==> src/rtl/ising_logic_pkg.sv <==
// Shared types and defaults for the Ising core logic blocks.
package ising_logic_pkg;

    typedef enum logic {
        ARB_FIXED = 1'b0,
        ARB_RR    = 1'b1
    } arb_mode_e;

    localparam int DefaultNumReq         = 2;
    localparam int DefaultMaxOutstanding = 4;

endpackage

==> src/rtl/ising_l1_rd_tag_fifo.sv <==
// In-order tag queue remembering which requester owns each outstanding read.
module ising_l1_rd_tag_fifo #(
    parameter int Width = 1,
    parameter int Depth = 4,
    localparam int PtrWidth   = (Depth > 1) ? $clog2(Depth) : 1,
    localparam int CountWidth = $clog2(Depth + 1)
) (
    input  logic                  clk,
    input  logic                  rst_n,
    input  logic                  push,
    input  logic [Width-1:0]      push_data,
    input  logic                  pop,
    output logic [Width-1:0]      head,
    output logic                  full,
    output logic                  empty,
    output logic [CountWidth-1:0] count
);

    logic [Width-1:0]      mem [Depth];
    logic [PtrWidth-1:0]   wr_ptr;
    logic [PtrWidth-1:0]   rd_ptr;
    logic [CountWidth-1:0] count_q;
    logic                  push_ok;
    logic                  pop_ok;

    function automatic logic [PtrWidth-1:0] next_ptr(input logic [PtrWidth-1:0] p);
        return (p == PtrWidth'(Depth - 1)) ? '0 : p + 1'b1;
    endfunction

    assign full    = (count_q == CountWidth'(Depth));
    assign empty   = (count_q == '0);
    assign count   = count_q;
    assign head    = mem[rd_ptr];
    assign push_ok = push && !full;
    assign pop_ok  = pop && !empty;

    always_ff @(posedge clk or negedge rst_n) begin
        if (!rst_n) begin
            wr_ptr  <= '0;
            rd_ptr  <= '0;
            count_q <= '0;
        end else begin
            if (push_ok) begin
                wr_ptr <= next_ptr(wr_ptr);
            end
            if (pop_ok) begin
                rd_ptr <= next_ptr(rd_ptr);
            end
            case ({push_ok, pop_ok})
                2'b10:   count_q <= count_q + 1'b1;
                2'b01:   count_q <= count_q - 1'b1;
                default: count_q <= count_q;
            endcase
        end
    end

    // Storage needs no reset: only slots behind a valid count are ever read.
    always_ff @(posedge clk) begin
        if (push_ok) begin
            mem[wr_ptr] <= push_data;
        end
    end

endmodule

==> src/rtl/ising_l1_rd_arb.sv <==
// Read arbiter sharing one in-order memory port among several requesters.
module ising_l1_rd_arb
    import ising_logic_pkg::*;
#(
    parameter int NumReq         = DefaultNumReq,
    parameter int AddrWidth      = 16,
    parameter int DataWidth      = 256,
    parameter int MaxOutstanding = DefaultMaxOutstanding
) (
    input  logic                        clk_i,
    input  logic                        rst_ni,
    input  logic                        arb_mode_i,
    input  logic [NumReq-1:0]           req_valid_i,
    input  logic [NumReq*AddrWidth-1:0] req_addr_i,
    output logic [NumReq-1:0]           req_ready_o,
    output logic [NumReq-1:0]           rsp_valid_o,
    output logic [DataWidth-1:0]        rsp_data_o,
    output logic                        mem_q_valid_o,
    output logic [AddrWidth-1:0]        mem_q_addr_o,
    input  logic                        mem_q_ready_i,
    input  logic                        mem_p_valid_i,
    input  logic [DataWidth-1:0]        mem_p_data_i,
    output logic                        busy_o,
    output logic                        err_o
);

    localparam int TagWidth   = $clog2(NumReq);
    localparam int CountWidth = $clog2(MaxOutstanding + 1);

    logic [NumReq-1:0]     eligible;
    logic [TagWidth-1:0]   winner;
    logic [TagWidth-1:0]   cand;
    logic                  any_eligible;
    logic                  accept;
    logic                  pop;
    logic [TagWidth-1:0]   rr_q;
    logic                  err_q;
    logic                  full;
    logic                  empty;
    logic [TagWidth-1:0]   head;
    logic [CountWidth-1:0] count;
    int                    start;
    int                    idx;

    assign eligible = req_valid_i & {NumReq{!full}};

    // Scan from the priority origin (0 in fixed mode, rr_q in round-robin) and take the first eligible.
    always_comb begin
        winner       = '0;
        cand         = '0;
        any_eligible = 1'b0;
        idx          = 0;
        start        = (arb_mode_e'(arb_mode_i) == ARB_RR) ? int'(rr_q) : 0;
        for (int i = 0; i < NumReq; i++) begin
            idx = start + i;
            if (idx >= NumReq) begin
                idx = idx - NumReq;
            end
            cand = TagWidth'(idx);
            if (!any_eligible && eligible[cand]) begin
                winner       = cand;
                any_eligible = 1'b1;
            end
        end
    end

    assign mem_q_valid_o = any_eligible;
    assign mem_q_addr_o  = req_addr_i[int'(winner)*AddrWidth +: AddrWidth];
    assign accept        = any_eligible && mem_q_ready_i;

    always_comb begin
        req_ready_o = '0;
        if (any_eligible) begin
            req_ready_o[winner] = mem_q_ready_i;
        end
    end

    assign pop        = mem_p_valid_i && !empty;
    assign rsp_data_o = mem_p_data_i;

    always_comb begin
        rsp_valid_o = '0;
        if (pop) begin
            rsp_valid_o[head] = 1'b1;
        end
    end

    // The pointer only moves on an accepted round-robin grant, so stalls and fixed mode leave it alone.
    always_ff @(posedge clk_i or negedge rst_ni) begin
        if (!rst_ni) begin
            rr_q  <= '0;
            err_q <= 1'b0;
        end else begin
            if (accept && (arb_mode_e'(arb_mode_i) == ARB_RR)) begin
                rr_q <= (winner == TagWidth'(NumReq - 1)) ? '0 : winner + 1'b1;
            end
            if (mem_p_valid_i && empty) begin
                err_q <= 1'b1;
            end
        end
    end

    assign err_o  = err_q;
    assign busy_o = (count != '0);

    ising_l1_rd_tag_fifo #(
        .Width (TagWidth),
        .Depth (MaxOutstanding)
    ) u_tag_fifo (
        .clk       (clk_i),
        .rst_n     (rst_ni),
        .push      (accept),
        .push_data (winner),
        .pop       (pop),
        .head      (head),
        .full      (full),
        .empty     (empty),
        .count     (count)
    );

endmodule

==> config.mk <==
export PLATFORM = sky130hd
export DESIGN_NAME = ising_l1_rd_arb
export DESIGN_NICKNAME = d
export VERILOG_FILES = /design/src/rtl/ising_logic_pkg.sv /design/src/rtl/ising_l1_rd_tag_fifo.sv /design/src/rtl/ising_l1_rd_arb.sv
export SDC_FILE = /design/constraint.sdc
export NUM_CORES = 1
export LEC_CHECK = 0
export CELL_PAD_IN_SITES_DETAIL_PLACEMENT = 1
export CELL_PAD_IN_SITES_GLOBAL_PLACEMENT = 2
export CORE_AREA = 2 2 225 227
export CTS_CLUSTER_DIAMETER = 40
export CTS_CLUSTER_SIZE = 25
export DETAILED_ROUTE_END_ITERATION = 8
export DIE_AREA = 0 0 227 229
export PLACE_DENSITY = 0.7
export SLEW_MARGIN = 20
export SYNTH_ARGS = -nofsm -noshare
export SYNTH_HDL_FRONTEND = slang
export SYNTH_SLANG_ARGS = --single-unit
==> constraint.sdc <==
create_clock -name clk_i -period 5.23 [get_ports clk_i]
set_input_delay 0.523 -clock clk_i [delete_from_list [all_inputs] [get_ports clk_i]]
set_output_delay 0.523 -clock clk_i [all_outputs]
set_load 0.02 [all_outputs]
# Word-level counts from Yosys, hierarchy flattened
# Memory sizes are Yosys's and may differ from the RTL's.
# Cells that the tools add are included.
# word_totals
elab_cells	68
out_inout_bits	279
reg_bits	9
rom_bits	0
in_bits	295
latch_bits	0
memories	1
mem_bits_rw	4
# op_classes
eq_ne	5
n_shift	1
n_bitwise	2
muxes	23
n_mul	0
n_lt_le_gt_ge	8
reduce_logical	15
n_addsub	8
div	0
# memory_table
name	depth	word_bits	read_ports	rd_clocked_by_memory_dff	wr	line_no	text
u_tag_fifo.mem	4	1	1	0	1	ising_l1_rd_tag_fifo.sv:19	logic [Width-1:0] mem [Depth];
# ops
operator	n
32-bit by 6-bit indexed part select with 16-bit output	1
1-bit two-way mux	16
1-bit logical AND	9
1-bit by 2-bit less-than comparator with 1-bit output (second input constant)	4
2-bit two-way mux	4
2-bit == test (second input constant)	3
3-bit one-hot mux with 2 select lines	1
2-bit by 1-bit adder with 2-bit output (second input constant)	2
2-bit bitwise AND	2
3-bit by 1-bit adder with 3-bit output (second input constant)	1
3-bit == test (second input constant)	1
1-bit logical NOT	3
3-bit logical NOT	1
3-bit nonzero test	1
3-bit by 1-bit subtractor with 3-bit output (second input constant)	1
1-bit by 1-bit adder with 2-bit output (second input constant)	1
1-bit demux with 1-bit select	2
2-bit by 1-bit == test with 1-bit output (second input constant)	1
1-bit >= comparator (second input constant)	2
1-bit by 2-bit >= comparator with 1-bit output (second input constant)	1
2-bit >= comparator (second input constant)	1
2-bit nonzero test	1
1-bit subtractor (second input constant)	2
1-bit adder (second input constant)	1

# Depth between registers and ports, before layout
# logic_depth
word_depth	15
ltp_mapped	9
depth_no_buf	9

# By module
# A second synthesis with hierarchy kept.
# unflattened
cells_unflattened	335
area_unflattened_um2	2896.5
# modules_own_cells
module	seq_area_each_um2	cells_per_inst	n_inst	area_each_um2
ising_l1_rd_arb	50.0	290	1	2267.2
ising_l1_rd_tag_fifo	295.3	45	1	629.4

# Worst setup path after synthesis
# No wires, ideal clock.
# synth_timing
path_kind	reg-to-output
startpoint	register u_tag_fifo.count_q[0] (netlist: u_tag_fifo.count[0])
endpoint	output req_ready_o[0]
required_time_ns	4.707
arrival_time_ns	1.721
slack_ns	2.986
path_stages_with_launch	6
path_buffers	2
path_cell_list	dfrtp_1 or3b_1 and3_1 buf_6 buf_12 nor3_1
# synth_via
elab_chain_cells	15
word_cells_on_any_way	20
cone_classes	order compare: 2; eq/ne: 1; mux: 11; bitwise: 2; reduce/logical: 4
# synth_rtl
item	line_no	text
from (decl)	ising_l1_rd_tag_fifo.sv:22	logic [CountWidth-1:0] count_q;
from (signal assigned)	ising_l1_rd_tag_fifo.sv:50	2'b10: count_q <= count_q + 1'b1;
from (signal assigned)	ising_l1_rd_tag_fifo.sv:51	2'b01: count_q <= count_q - 1'b1;
from (signal assigned)	ising_l1_rd_tag_fifo.sv:52	default: count_q <= count_q;
3-bit == test *	ising_l1_rd_tag_fifo.sv:30	assign full = (count_q == CountWidth'(Depth));
1-bit logical NOT *	ising_l1_rd_arb.sv:45	assign eligible = req_valid_i & {NumReq{!full}};
2-bit bitwise AND *	ising_l1_rd_arb.sv:45	
1-bit two-way mux (implied by the code) (2 in a row)	ising_l1_rd_arb.sv:60	if (!any_eligible && eligible[cand]) begin
1-bit two-way mux	ising_l1_rd_arb.sv:60	
1-bit logical NOT	ising_l1_rd_arb.sv:60	
1-bit logical AND	ising_l1_rd_arb.sv:60	
1-bit two-way mux *	ising_l1_rd_arb.sv:60	
named net u_tag_fifo.push_data	ising_l1_rd_tag_fifo.sv:11	input logic [Width-1:0] push_data,
1-bit by 2-bit less-than comparator with 1-bit output (implied by the code) / 1-bit >= comparator (equally long branches)	ising_l1_rd_arb.sv:74	req_ready_o[winner] = mem_q_ready_i;
1-bit logical AND (implied by the code)	ising_l1_rd_arb.sv:74	
1-bit two-way mux (implied by the code)	ising_l1_rd_arb.sv:74	
1-bit demux with 1-bit select *	ising_l1_rd_arb.sv:74	
2-bit bitwise AND (no source line) *	-	
2-bit two-way mux *	ising_l1_rd_arb.sv:73	if (any_eligible) begin
to (decl)	ising_l1_rd_arb.sv:15	output logic [NumReq-1:0] req_ready_o,
# The timed path passes the listed nets; every way through them passes the cells marked *. The select of a mux whose other input is x is not followed.

# Worst setup path after layout
# layout_timing
startpoint	input req_valid_i[0]
endpoint	output req_ready_o[0]
# layout_via
elab_chain_cells	13
word_cells_on_any_way	18
cone_classes	order compare: 2; mux: 11; bitwise: 2; reduce/logical: 3
# layout_rtl
item	line_no	text
from (decl)	ising_l1_rd_arb.sv:13	input logic [NumReq-1:0] req_valid_i,
2-bit bitwise AND *	ising_l1_rd_arb.sv:45	
1-bit two-way mux (implied by the code) (2 in a row)	ising_l1_rd_arb.sv:60	
1-bit two-way mux	ising_l1_rd_arb.sv:60	
1-bit logical NOT	ising_l1_rd_arb.sv:60	
1-bit logical AND	ising_l1_rd_arb.sv:60	
1-bit two-way mux	ising_l1_rd_arb.sv:60	
1-bit by 2-bit less-than comparator with 1-bit output (implied by the code) / 1-bit >= comparator (equally long branches)	ising_l1_rd_arb.sv:74	
1-bit logical AND (implied by the code)	ising_l1_rd_arb.sv:74	
1-bit two-way mux (implied by the code)	ising_l1_rd_arb.sv:74	
1-bit demux with 1-bit select	ising_l1_rd_arb.sv:74	
2-bit bitwise AND (no source line)	-	
2-bit two-way mux *	ising_l1_rd_arb.sv:73	
# Mark *: on every way between the ends. The rest lies on a longest branch, timed or not. The select of a mux whose other input is x is not followed.

==> results.sh <==
export IMPL_run_status="finished clean"
export IMPL_slew_headroom_pct=56.2
export IMPL_hold_viol_final=0
export IMPL_synth_seq_cells=13
export IMPL_power_density_nw_per_um2=295
export IMPL_drtIter0Drc=24
export IMPL_finalWorstSetupSlack_ns=1.83
export IMPL_dpl_worst_slack_ns=1.65
export IMPL_path_max_fanout=21
export IMPL_cts_hold_buf=0
export IMPL_worst_pin_slew_ns=0.655
export IMPL_dieArea_sq_um=52000
export IMPL_required_ns=4.71
export IMPL_fp_dieH_um=229
export IMPL_hpwlAfterDp_mm=8.07
export IMPL_setup_viol=0
export IMPL_clock_path_buffers=2
export IMPL_grt_pass1_vias=1560
export IMPL_syn_cell_area_sq_um=2890
export IMPL_wl_per_cell_um=11.8
export IMPL_synth_seq_area_share_pct=12.0
export IMPL_path_class="input pin to output pin"
export IMPL_synth_edf_count=4
export IMPL_ys_flop_type="dfrtp_1"
export IMPL_syn_nets=639
export IMPL_antenna_left=0
export IMPL_rsz0062_at_grt="no"
export IMPL_grt_pass1_wl_mm=11.9
export IMPL_finalPower_uw=731
export IMPL_async_reset_ff_share_pct=69.2
export IMPL_vias_per_cell=1.61
export IMPL_endpoint_kind="output pin"
export IMPL_ir_worst_vdd_v=0.0000820
export IMPL_syn_inst=337
export IMPL_clock_latency_ns=0.25
export IMPL_rows=82
export IMPL_synthToLayoutAreaGrowth_pct=-14.1
export IMPL_clockRootBuffer="clkbuf_16"
export IMPL_fmax_mhz=294
export IMPL_post_cts_buffers=0
export IMPL_fp_dieW_um=227
export IMPL_tritoncts="built"
export IMPL_antenna_cells=0
export IMPL_yosys_warnings=0
export IMPL_nNetsFinal=449
export IMPL_period_needed_ns=3.40
export IMPL_vias=1316
export IMPL_finalMaxSlewViolations=0
export IMPL_tns_ns=0
export IMPL_final_common_cell="clkdlybuf4s50_1"
export IMPL_wl_mm=9.69
export IMPL_grt_use_total_pct=3.50
export IMPL_synth_avg_cell_area_sq_um=8.57
export IMPL_core_sq_um=49700
export IMPL_initial_core_util_pct=5.82
export IMPL_h_tree_depth=1
export IMPL_first_pass_iters=3
export IMPL_clk_pin_slew_ns=0.06
export IMPL_critPathLaunchType="input pin"
export IMPL_grt_overflow_total=0
export IMPL_io_pins=574
export IMPL_clkSinkCount=13
export IMPL_cts_resized=0
export IMPL_skew_ns=0.00694
export IMPL_routabilityCongestion=0.561
export IMPL_layout_common_cells="clkdlybuf4s50_1, mux2_2, dfrtp_1, inv_1, mux2_4"
export IMPL_synthDistinctLibCells=28
export IMPL_layout_drive_gt1_share_pct=19.9
export IMPL_fin_util_pct=4.99
export IMPL_drv_cap=0
export IMPL_arrival_ns=2.88
export IMPL_layout_worst_path_cycle_share_pct=65.1
export IMPL_cts_inserted_buffers=3
export IMPL_portBuffers=61
export IMPL_hold_class="register to register"
export IMPL_drc_errors=0
export IMPL_leakage_nw=0.713
export IMPL_grt_max_degree=22
export IMPL_antenna_found_initial=0
## metal layers
metal / GRT usage, % / vias to the layer above / part of all wire, %
met3: 3.23 / 138 / 22
met1: 2.04 / 511 / 20
li1: - / 413 / -
met4: 6.41 / 0 / 19
met2: 4.47 / 254 / 39
met5: 0 / - / 0
## cell usage after synthesis, drive strengths merged (2+ instances only)
cell      n  area, sq um
inv       8         30.0
ha        6         75.1
edfxtp    4          120
o21ai     3         15.0
and2      4         25.0
dfrtp     9          225
xor2      2         17.5
and3      2         12.5
nor2      7         26.3
buf     258         1950
mux2     20          255
## through the flow
stage	cell area [sq um]	hold slack (ns)	cells
4_1_cts	2480	0.489	818
5_1_grt	2480	0.504	818
3_5_place_dp	2400	0.471	814
2_1_floorplan	2890	0.227	337
6_report	2480	0.479	818
3_3_place_gp	2400	0.466	814
## final cells by class
| type | instances | area [sq um] |
|---|---|---|
| multi-input combinational | 58 | 559 |
| clock buffer | 4 | 78.8 |
| fill | 5952 | 47200 |
| tap | 672 | 841 |
| timing repair buffer | 63 | 626 |
| sequential | 13 | 345 |
| inverter | 8 | 30.0 |
## critical path, stage by stage
cell and delay, ns:
clkdlybuf4s50_1 0.51, a21bo_2 0.24, and3_1 0.18, buf_4 0.23, nor3_1 0.47, clkdlybuf4s50_1 0.72
## path summary, 6_finish.rpt
kind / startpoint / endpoint / slack, ns / cells past startpoint
setup / recovery: req_valid_i[0] / req_ready_o[0] / 1.83 / 6
hold / removal: err_o / err_o / 0.48 / 1
setup reg to reg: u_tag_fifo.count[0] / u_tag_fifo.count[2] / 2.85 / 9
hold reg to reg: err_o / err_o / 0.48 / 1
max in group asynchronous: rst_ni / rr_q / 4.13 / 1
min in group asynchronous: rst_ni / err_o / 0.67 / 1
## kinds of logic after synthesis
family	share of synthesized area, %
AO/OA/AOI/OAI	1.13
XOR/XNOR	0.910
adder cells (fa/ha/maj)	3.29
buffers and inverters	68.7
flip-flops	12.0
multiplexers	9.97
AND/OR/NAND/NOR	4.07
## power by group
group          switching [mW]  total, mW  internal, mW
Combinational           0.183      0.385         0.202
Clock                  0.0556      0.159         0.104
Sequential             0.0359      0.186         0.150
## flip-flops by register name, indices dropped and copies added, names as in the netlist
name / cells
u_tag_fifo.count: 3
u_tag_fifo.mem: 4
rr_q: 1
err_o: 1
u_tag_fifo.wr_ptr: 2
u_tag_fifo.rd_ptr: 2
Note: power is estimated with default switching activity, not from simulation.
